==> config.mk <==
export PLATFORM = sky130hd
export DESIGN_NAME = sub_serial_16
export DESIGN_NICKNAME = d
export VERILOG_FILES = /design/src/rtl/alu_pkg.sv /design/src/rtl/ripple_borrow_4_bit.sv /design/src/rtl/sub_serial_16.sv
export SDC_FILE = /design/constraint.sdc
export NUM_CORES = 1
export LEC_CHECK = 0
export ABC_AREA = 1
export BUFFER_PORTS_ARGS = -buffer_cell sky130_fd_sc_hd__buf_2
export CAP_MARGIN = 0
export CORE_MARGIN = 3
export CORE_UTILIZATION = 40
export CTS_CLUSTER_SIZE = 30
export DETAILED_ROUTE_END_ITERATION = 6
export GPL_ROUTABILITY_DRIVEN = 0
export GPL_TIMING_DRIVEN = 0
export PLACE_DENSITY = 0.62
export SETUP_SLACK_MARGIN = 0.05
export SLEW_MARGIN = 10
export SYNTH_ARGS = -nofsm -noshare
export SYNTH_HDL_FRONTEND = slang
export SYNTH_SLANG_ARGS = --single-unit
==> constraint.sdc <==
create_clock -name clk -period 5.33 [get_ports clk]
set_input_delay 0.2665 -clock clk [delete_from_list [all_inputs] [get_ports clk]]
set_output_delay 0.2665 -clock clk [all_outputs]
set_load 0.01 [all_outputs]
==> src/rtl/alu_pkg.sv <==
// Shared datapath constants and state encodings for the ALU blocks.
package alu_pkg;

  localparam int unsigned DATA_W  = 16;
  localparam int unsigned SLICE_W = 4;
  localparam int unsigned N_SLICE = DATA_W / SLICE_W;

  typedef enum logic [1:0] {
    IDLE = 2'd0,
    RUN  = 2'd1,
    DONE = 2'd2
  } sub_state_t;

endpackage

==> src/rtl/ripple_borrow_4_bit.sv <==
// Combinational 4-bit ripple-borrow subtractor built from 1-bit full-subtractor cells.
module ripple_borrow_4_bit (
  input  logic [3:0] a,
  input  logic [3:0] b,
  input  logic       bin,
  output logic [3:0] diff,
  output logic       bout
);

  logic [4:0] brw;

  assign brw[0] = bin;

  // Full subtractor: borrow when a < b, or a == b with an incoming borrow.
  for (genvar i = 0; i < 4; i++) begin : g_fs
    logic axb;
    assign axb        = a[i] ^ b[i];
    assign diff[i]    = axb ^ brw[i];
    assign brw[i + 1] = (~a[i] & b[i]) | (~axb & brw[i]);
  end

  assign bout = brw[4];

endmodule

==> src/rtl/sub_serial_16.sv <==
// Multi-cycle subtractor: inp1 - inp2 - bin, one 4-bit slice per clock, LSB slice first.
module sub_serial_16
  import alu_pkg::*;
#(
  parameter int unsigned WIDTH = DATA_W,
  parameter int unsigned SLICE = SLICE_W
) (
  input  logic             clk,
  input  logic             rst_n,
  input  logic             start,
  input  logic [WIDTH-1:0] inp1,
  input  logic [WIDTH-1:0] inp2,
  input  logic             bin,
  output logic             busy,
  output logic             done,
  output logic [WIDTH-1:0] diff,
  output logic             bout,
  output logic             underflow
);

  localparam int unsigned NS       = WIDTH / SLICE;
  localparam int unsigned IDX_W    = $clog2(NS);
  localparam logic [IDX_W-1:0] IDX_LAST = IDX_W'(NS - 1);

  sub_state_t       state_q, state_d;
  logic [WIDTH-1:0] a_q, a_d;
  logic [WIDTH-1:0] b_q, b_d;
  logic [IDX_W-1:0] idx_q, idx_d;
  logic             borrow_q, borrow_d;
  logic [WIDTH-1:0] diff_q, diff_d;
  logic             bout_q, bout_d;
  logic             uf_q, uf_d;
  logic             busy_q, busy_d;
  logic             done_q, done_d;

  logic [SLICE-1:0] sl_a, sl_b, sl_diff;
  logic             sl_bout;

  // Operand slice mux feeding the single shared slice.
  assign sl_a = a_q[idx_q*SLICE +: SLICE];
  assign sl_b = b_q[idx_q*SLICE +: SLICE];

  ripple_borrow_4_bit u_slice (
    .a    (sl_a),
    .b    (sl_b),
    .bin  (borrow_q),
    .diff (sl_diff),
    .bout (sl_bout)
  );

  always_comb begin
    state_d  = state_q;
    a_d      = a_q;
    b_d      = b_q;
    idx_d    = idx_q;
    borrow_d = borrow_q;
    diff_d   = diff_q;
    bout_d   = bout_q;
    uf_d     = uf_q;

    case (state_q)
      IDLE: begin
        if (start) begin
          state_d  = RUN;
          a_d      = inp1;
          b_d      = inp2;
          borrow_d = bin;
          idx_d    = '0;
          diff_d   = '0;
          bout_d   = 1'b0;
          uf_d     = 1'b0;
        end
      end
      RUN: begin
        diff_d[idx_q*SLICE +: SLICE] = sl_diff;
        borrow_d = sl_bout;
        idx_d    = IDX_W'(idx_q + 1'b1);
        if (idx_q == IDX_LAST) begin
          state_d = DONE;
          bout_d  = sl_bout;
          uf_d    = sl_bout;
        end
      end
      DONE:    state_d = IDLE;
      default: state_d = IDLE;
    endcase

    // Status flags are registered from the next state so they line up with it.
    busy_d = (state_d != IDLE);
    done_d = (state_d == DONE);
  end

  always_ff @(posedge clk) begin
    if (!rst_n) begin
      state_q  <= IDLE;
      a_q      <= '0;
      b_q      <= '0;
      idx_q    <= '0;
      borrow_q <= 1'b0;
      diff_q   <= '0;
      bout_q   <= 1'b0;
      uf_q     <= 1'b0;
      busy_q   <= 1'b0;
      done_q   <= 1'b0;
    end else begin
      state_q  <= state_d;
      a_q      <= a_d;
      b_q      <= b_d;
      idx_q    <= idx_d;
      borrow_q <= borrow_d;
      diff_q   <= diff_d;
      bout_q   <= bout_d;
      uf_q     <= uf_d;
      busy_q   <= busy_d;
      done_q   <= done_d;
    end
  end

  assign busy      = busy_q;
  assign done      = done_q;
  assign diff      = diff_q;
  assign bout      = bout_q;
  assign underflow = uf_q;

endmodule

==> results of run 1 <==
==> how the worst min path moves through the flow <==
stage / start / endpoint / slack, ns / cells past startpoint
final: inp2[1] / b_q[1] / 0.20 / 3
after detailed placement: diff[12] / diff[12] / 0.46 / 2
after global placement: diff[15] / diff[15] / 0.45 / 2
after CTS: inp2[13] / b_q[13] / 0.20 / 3
after global routing: inp2[15] / b_q[15] / 0.21 / 3
after floorplan: inp2[10] / b_q[10] / 0.43 / 2
==> registers in the layout, indices dropped and copies added (netlist names) <==
register / cells
done: 1
diff: 16
b_q: 16
underflow: 1
state_q: 2
a_q: 16
borrow_q: 1
busy: 1
idx_q: 2
==> cell type report <==
class	count	area, um^2
Fill cell	596	2820
Timing Repair Buffer	54	270
Tap cell	72	90.1
Inverter	16	60.1
Sequential cell	56	1120
Multi-Input combinational cell	239	1150
Clock buffer	8	90.1
Buffer	19	101
==> routing by layer <==
metal  vias to the layer above  routed length (um)
li1                       1196                   -
met1                      1000                3120
met2                        66                2400
met3                         7                 328
met4                         0                  91
met5                         -                   0
==> cells in the final DEF (no fill, tap or decap) <==
cell / Yosys / layout
buf_4: 5 / 5
nor3_2: 1 / 1
clkbuf_2: 1 / 1
nand3_1: 21 / 21
clkbuf_1: 5 / 7
inv_1: 15 / 15
fa_1: 4 / 4
inv_2: 1 / 1
nor2_1: 93 / 93
nand2_1: 35 / 35
o21ai_0: 48 / 48
o22a_1: 4 / 4
buf_2: 8 / 62
a21oi_1: 17 / 17
dfxtp_1: 56 / 56
nand2_2: 1 / 1
and3_1: 1 / 1
ha_1: 4 / 4
o22ai_1: 4 / 4
nor3_1: 6 / 6
clkbuf_8: 0 / 6
==> through the flow <==
step	hold slack, ns	total power (W)	cell area, um^2
6_report	0.204	0.000854	2890
5_1_grt	0.213	0.000902	2890
4_1_cts	0.199	0.000860	2890
3_5_place_dp	0.457	0.000625	2800
3_3_place_gp	0.448	0.000623	2800
2_1_floorplan	0.430	0.000571	2440
==> cell families after synthesis <==
logic type | count (synthesis) | share of synthesized area (%)
buf+inv | 35 | 6.63
fa+ha+maj | 8 | 5.34
compound gates | 73 | 15.8
simple gates | 158 | 26.2
flops | 56 | 46.0
==> worst max-delay path: cells and delay by family (launching register included) <==
kind | cells | cell delay (ns)
AO/OA/AOI/OAI | 3 | 0.46
adder cells (fa/ha/maj) | 4 | 1.37
buffers and inverters | 4 | 0.71
flip-flops | 1 | 0.38
AND/OR/NAND/NOR | 2 | 0.40
==> power by group <==
part           internal (W)  total (W)  switching (W)
Combinational     0.0000631   0.000156      0.0000927
Sequential         0.000443   0.000459      0.0000153
Clock              0.000106   0.000239       0.000133
Total              0.000613   0.000854       0.000241
==> results.yml, run 1 <==
setup_path:
  r2r_end: "diff[15]"
  endpoint_kind: "flip-flop"
  regToRegSetupSlack_ns: 1.95
  cp_cell_sequence: "clkbuf_1, inv_1, o21ai_0, o22a_1, fa_1, inv_1, fa_1, fa_1, inv_1, fa_1, nor3_1, nand2_1, a21oi_1"
  cpMaxStageDelayCell: "fa_1"
  critical_path.endpoint: "diff[15]"
  r2r_cells: 13
  cp.required_ns: 5.58
  cp_max_fo: 10
  critical_path_arrival_ns: 3.63
  crit_top_cell: "fa_1"
  max_stage_delay_ns: 0.46
  r2r-start: "idx_q[1]"
  cp-start-kind: "flip-flop"
  crit_type: "flip-flop to flip-flop"
  cp-startpoint: "idx_q[1]"
routing:
  wl_um: 5940
  routed_via_density: 4.89
  vias: 2269
  ant_nets: 0
  drc: 0
  wl_per_cell_um: 12.8
  drtPass1Iterations: 4
  drt_iter0_drc: 141
logic_synthesis:
  synthTopCellsByArea: "dfxtp_1, nor2_1, o21ai_0"
  yosys-top-cells-count: "nor2_1, dfxtp_1, o21ai_0"
  yosys_warnings: 0
  synth.net_count: 374
  synthDistinctLibCells: 20
  syn_area_um2: 2440
  synth.top_cell.area_share_pct: 46.0
  synth.most_common_cell: "nor2_1"
  ys_async_sr_fraction_pct: 0
  ys_seq_area_share_pct: 46.0
  synth.avg_cell_area_um2: 7.38
  synth_edf_count: 0
  syn_inst: 330
  yosysTopAreaCell: "dfxtp_1"
  ys_ff_latch: 56
  synthFlopType: "dfxtp_1"
cts:
  cts_buffers: 5
  clk_pin_slew_ns: 0.10
  cts.path.max_buffers: 2
  clock_latency_ns: 0.31
  ctsHoldBuffers: 0
  post_cts_buffers: 0
  cts_tree: "built"
  clock-root-buffer: "clkbuf_8"
  cts_resized: 0
  clock_sinks: 56
  ctsHtreeMaxLevel: 2
floorplan:
  fp.dieW_um: 84.0
  die_area_um2: 7060
  num_rows: 27
  dieHeight_um: 84.0
  core_region_area_um2: 5710
  pin_count: 56
  start_util_pct: 42.7
power_and_ir_drop:
  p_per_area_nw_per_um2: 296
  p_leak_nw: 1.30
  ir_drop_uv: 102
final_layout:
  synthToLayoutAreaGrowth_pct: 18.5
  drive_gt1_share_pct: 19.6
  final_cells: 464
  n_antenna_cell: 0
  utilization_pct: 50.6
  nets: 435
sta:
  rsz0062_at_grt: "false"
  tightestPinTransition_ns: 0.433
  setup_tns_ns: 0
  fin_crit_ns: 3.38
  hold_violations: 0
  slew_viol_final: 0
  max_clock_freq_ghz: 0.296
  period_share_pct: 63.4
  maxSlewHeadroom_pct: 71.1
  setup_violations: 0
  fin_skew_ns: 0.00966
  fin_ws_ns: 1.95
placement:
  post-place-ws_ns: 1.99
  place_inst: 456
  place.detailed.hpwl_um: 4540
  io_buffers: 54
status:
  status: "finished, final reports clean"
global_route:
  grt_pass1_wl_um: 10000
  grt_use_total_pct: 17.6
  use_met3_pct: 3.06
  use_met1_pct: 26.8
  grt_pass1_vias: 2067
  antenna_found_initial: 0
  grt.busiest_layer: "met1"
  met2_usage_pct: 24.2
  grt.overflow.total: 0
  grt_max_degree: 16
hold_path:
  min_path_type: "input port to flip-flop"
flow_run:
  maxCapViolCount: 0
Note: power is estimated with default switching activity, not from simulation.
==> run 2, diff against run 1 <==
Settings changed: PLACE_DENSITY 0.62 to 0.65.
Clock period 5.33 ns to 3 ns, I/O delays scaled along.
==> run 2 against run 1 <==
Compared with the run above: routed wire length increased by 6.8%; power increased by 84%; cell count increased by 2.8%; critical path depth increased by 1; die area unchanged; core utilization increased by 3.6 points; design area increased by 7.2%; sequential share of layout area decreased by 2.5 points; count of clock-buffer cells in the layout decreased by 2; worst hold slack got worse by 0.12 ns.
==> results.yml, run 2 (synthesis gave the netlist of run 1 again) <==
placement:
  place_inst: 456
  io_buffers: 54
  post-place-ws_ns: -0.342
  place.detailed.hpwl_um: 4470
sta:
  fin_crit_ns: 2.88
  maxSlewHeadroom_pct: 72.1
  tightestPinTransition_ns: 0.419
  hold_violations: 0
  setup_tns_ns: 0
  setup_violations: 0
  slew_viol_final: 0
  fin_skew_ns: 0.00625
  max_clock_freq_ghz: 0.348
  fin_ws_ns: 0.124
  rsz0062_at_grt: "true"
  period_share_pct: 95.9
cts:
  clock_sinks: 56
  clock-root-buffer: "clkbuf_8"
  ctsHoldBuffers: 0
  cts.path.max_buffers: 2
  cts_buffers: 5
  ctsHtreeMaxLevel: 2
  clock_latency_ns: 0.31
  cts_tree: "built"
  clk_pin_slew_ns: 0.09
setup_path:
  critical_path_arrival_ns: 3.13
  cp-start-kind: "flip-flop"
  crit_type: "flip-flop to flip-flop"
  crit_top_cell: "fa_2"
  crit_buf_inv: 5
  max_stage_delay_ns: 0.48
  cp_cell_sequence: "buf_6, inv_8, buf_6, nor2_2, o22ai_2, fa_2, inv_2, fa_2, fa_2, inv_2, fa_2, nor3_4, nand2_1, a21oi_2"
  cp.required_ns: 3.25
  crit_family: "adder cells"
  cpMaxStageDelayCell: "fa_2"
  cp_max_fo: 7
  endpoint_kind: "flip-flop"
final_layout:
  final_cells: 477
  synthToLayoutAreaGrowth_pct: 27.0
  final_common_cell: "nor2_1"
  filler_cell_count: 576
  drive_gt1_share_pct: 28.1
  n_antenna_cell: 0
  final_cell_mix: "nor2_1, buf_2, dfxtp_1"
  nets: 448
routing:
  drtPass1Iterations: 4
  drt_iter0_drc: 178
  wl_um: 6350
  wl_per_cell_um: 13.3
  routed_via_density: 4.99
  vias: 2380
  drc: 0
  ant_nets: 0
floorplan:
  fp.dieW_um: 84.0
  dieHeight_um: 84.0
  pin_count: 56
  start_util_pct: 42.7
  core_region_area_um2: 5710
  num_rows: 27
  die_area_um2: 7060
global_route:
  antenna_found_initial: 0
  grt_pass1_wl_um: 10100
  grt_use_total_pct: 17.6
  grt.overflow.total: 0
  grt_max_degree: 17
  grt_pass1_vias: 2148
power_and_ir_drop:
  p_leak_nw: 1.40
  p_per_area_nw_per_um2: 507
  ir_drop_uv: 283
hold_path:
  min_path_type: "input port to flip-flop"
flow_run:
  maxCapViolCount: 0
status:
  status: "finished, final reports clean"
-- run 2: cell count changes in the layout (fill, tap and decap cells not counted), moves of 3 or more --
cell      delta
a21oi_1      -3
o21ai_0      -3
a21oi_2      +3
buf_4       +13
buf_2        -3
buf_6        +4
fa_2         +4
inv_1        -4
fa_1         -4
clkbuf_1     -4
-- run 2: layout make-up --
type / count / area, um^2 / share of cell area, %
Buffer: 19 / 135 / 4.37
Clock buffer: 6 / 82.6 / 2.67
Clock inverter: 2 / 10.0 / 0.323
Inverter: 16 / 71.3 / 2.30
Multi-Input combinational cell: 239 / 1210 / 39.1
Sequential cell: 56 / 1120 / 36.3
Tap cell: 72 / 90.1 / 2.91
Timing Repair Buffer: 67 / 372 / 12.0
-- run 2: through the flow --
step / power (W) / utilization [%] / hold slack, ns / area, um^2
after detailed placement: 0.00111 / 49.0 / 0.405 / 2800
after global routing: 0.00166 / 54.2 / 0.0922 / 3090
after global placement: 0.00111 / 49.0 / 0.401 / 2800
after floorplan: 0.00102 / - / 0.313 / 2440
final: 0.00157 / 54.2 / 0.0815 / 3090
after CTS: 0.00155 / 52.0 / 0.0827 / 2970
-- run 2: report_power, final --
part,internal (W),switching [W],leakage (nW)
sequential,0.000788,0.0000286,0.461
clock,0.000185,0.000237,0.0510
combinational,0.000143,0.000188,0.885
total,0.00112,0.000454,1.40
-- run 2: metal layers --
metal | routed length [um] | global-route usage, % | vias to the layer above
met5 | 0 | 0 | -
met4 | 102 | 6.29 | 0
met3 | 343 | 2.86 | 10
met2 | 2860 | 26.2 | 65
met1 | 3050 | 25.4 | 1080
li1 | - | - | 1225
-- run 2: worst reg2reg max path: stages, from the launching register on --
cell and delay [ns]:
dfxtp_2 0.34, buf_6 0.14, inv_8 0.06, buf_6 0.13, nor2_2 0.04, o22ai_2 0.20
fa_2 0.23, inv_2 0.04, fa_2 0.33, fa_2 0.34, inv_2 0.06, fa_2 0.48
nor3_4 0.20, nand2_1 0.09, a21oi_2 0.14
-- run 2: final timing paths --
| path | from | to | slack, ns | depth (start not counted) |
|---|---|---|---|---|
| setup / recovery | idx_q[0] | diff[15] | 0.12 | 14 |
| hold / removal | inp2[4] | b_q[4] | 0.08 | 3 |
| setup reg to reg | idx_q[0] | diff[15] | 0.12 | 14 |
| hold reg to reg | diff[13] | diff[13] | 0.47 | 2 |
-- run 2: what timing repair did --
action | 4_1_cts | 5_1_grt
endpoints found under the setup margin | 4 | 4
buffers inserted | 5 | 8
hold endpoints to repair | 0 | 0
pin swaps | 4 | 7
resized for setup | 18 | 25
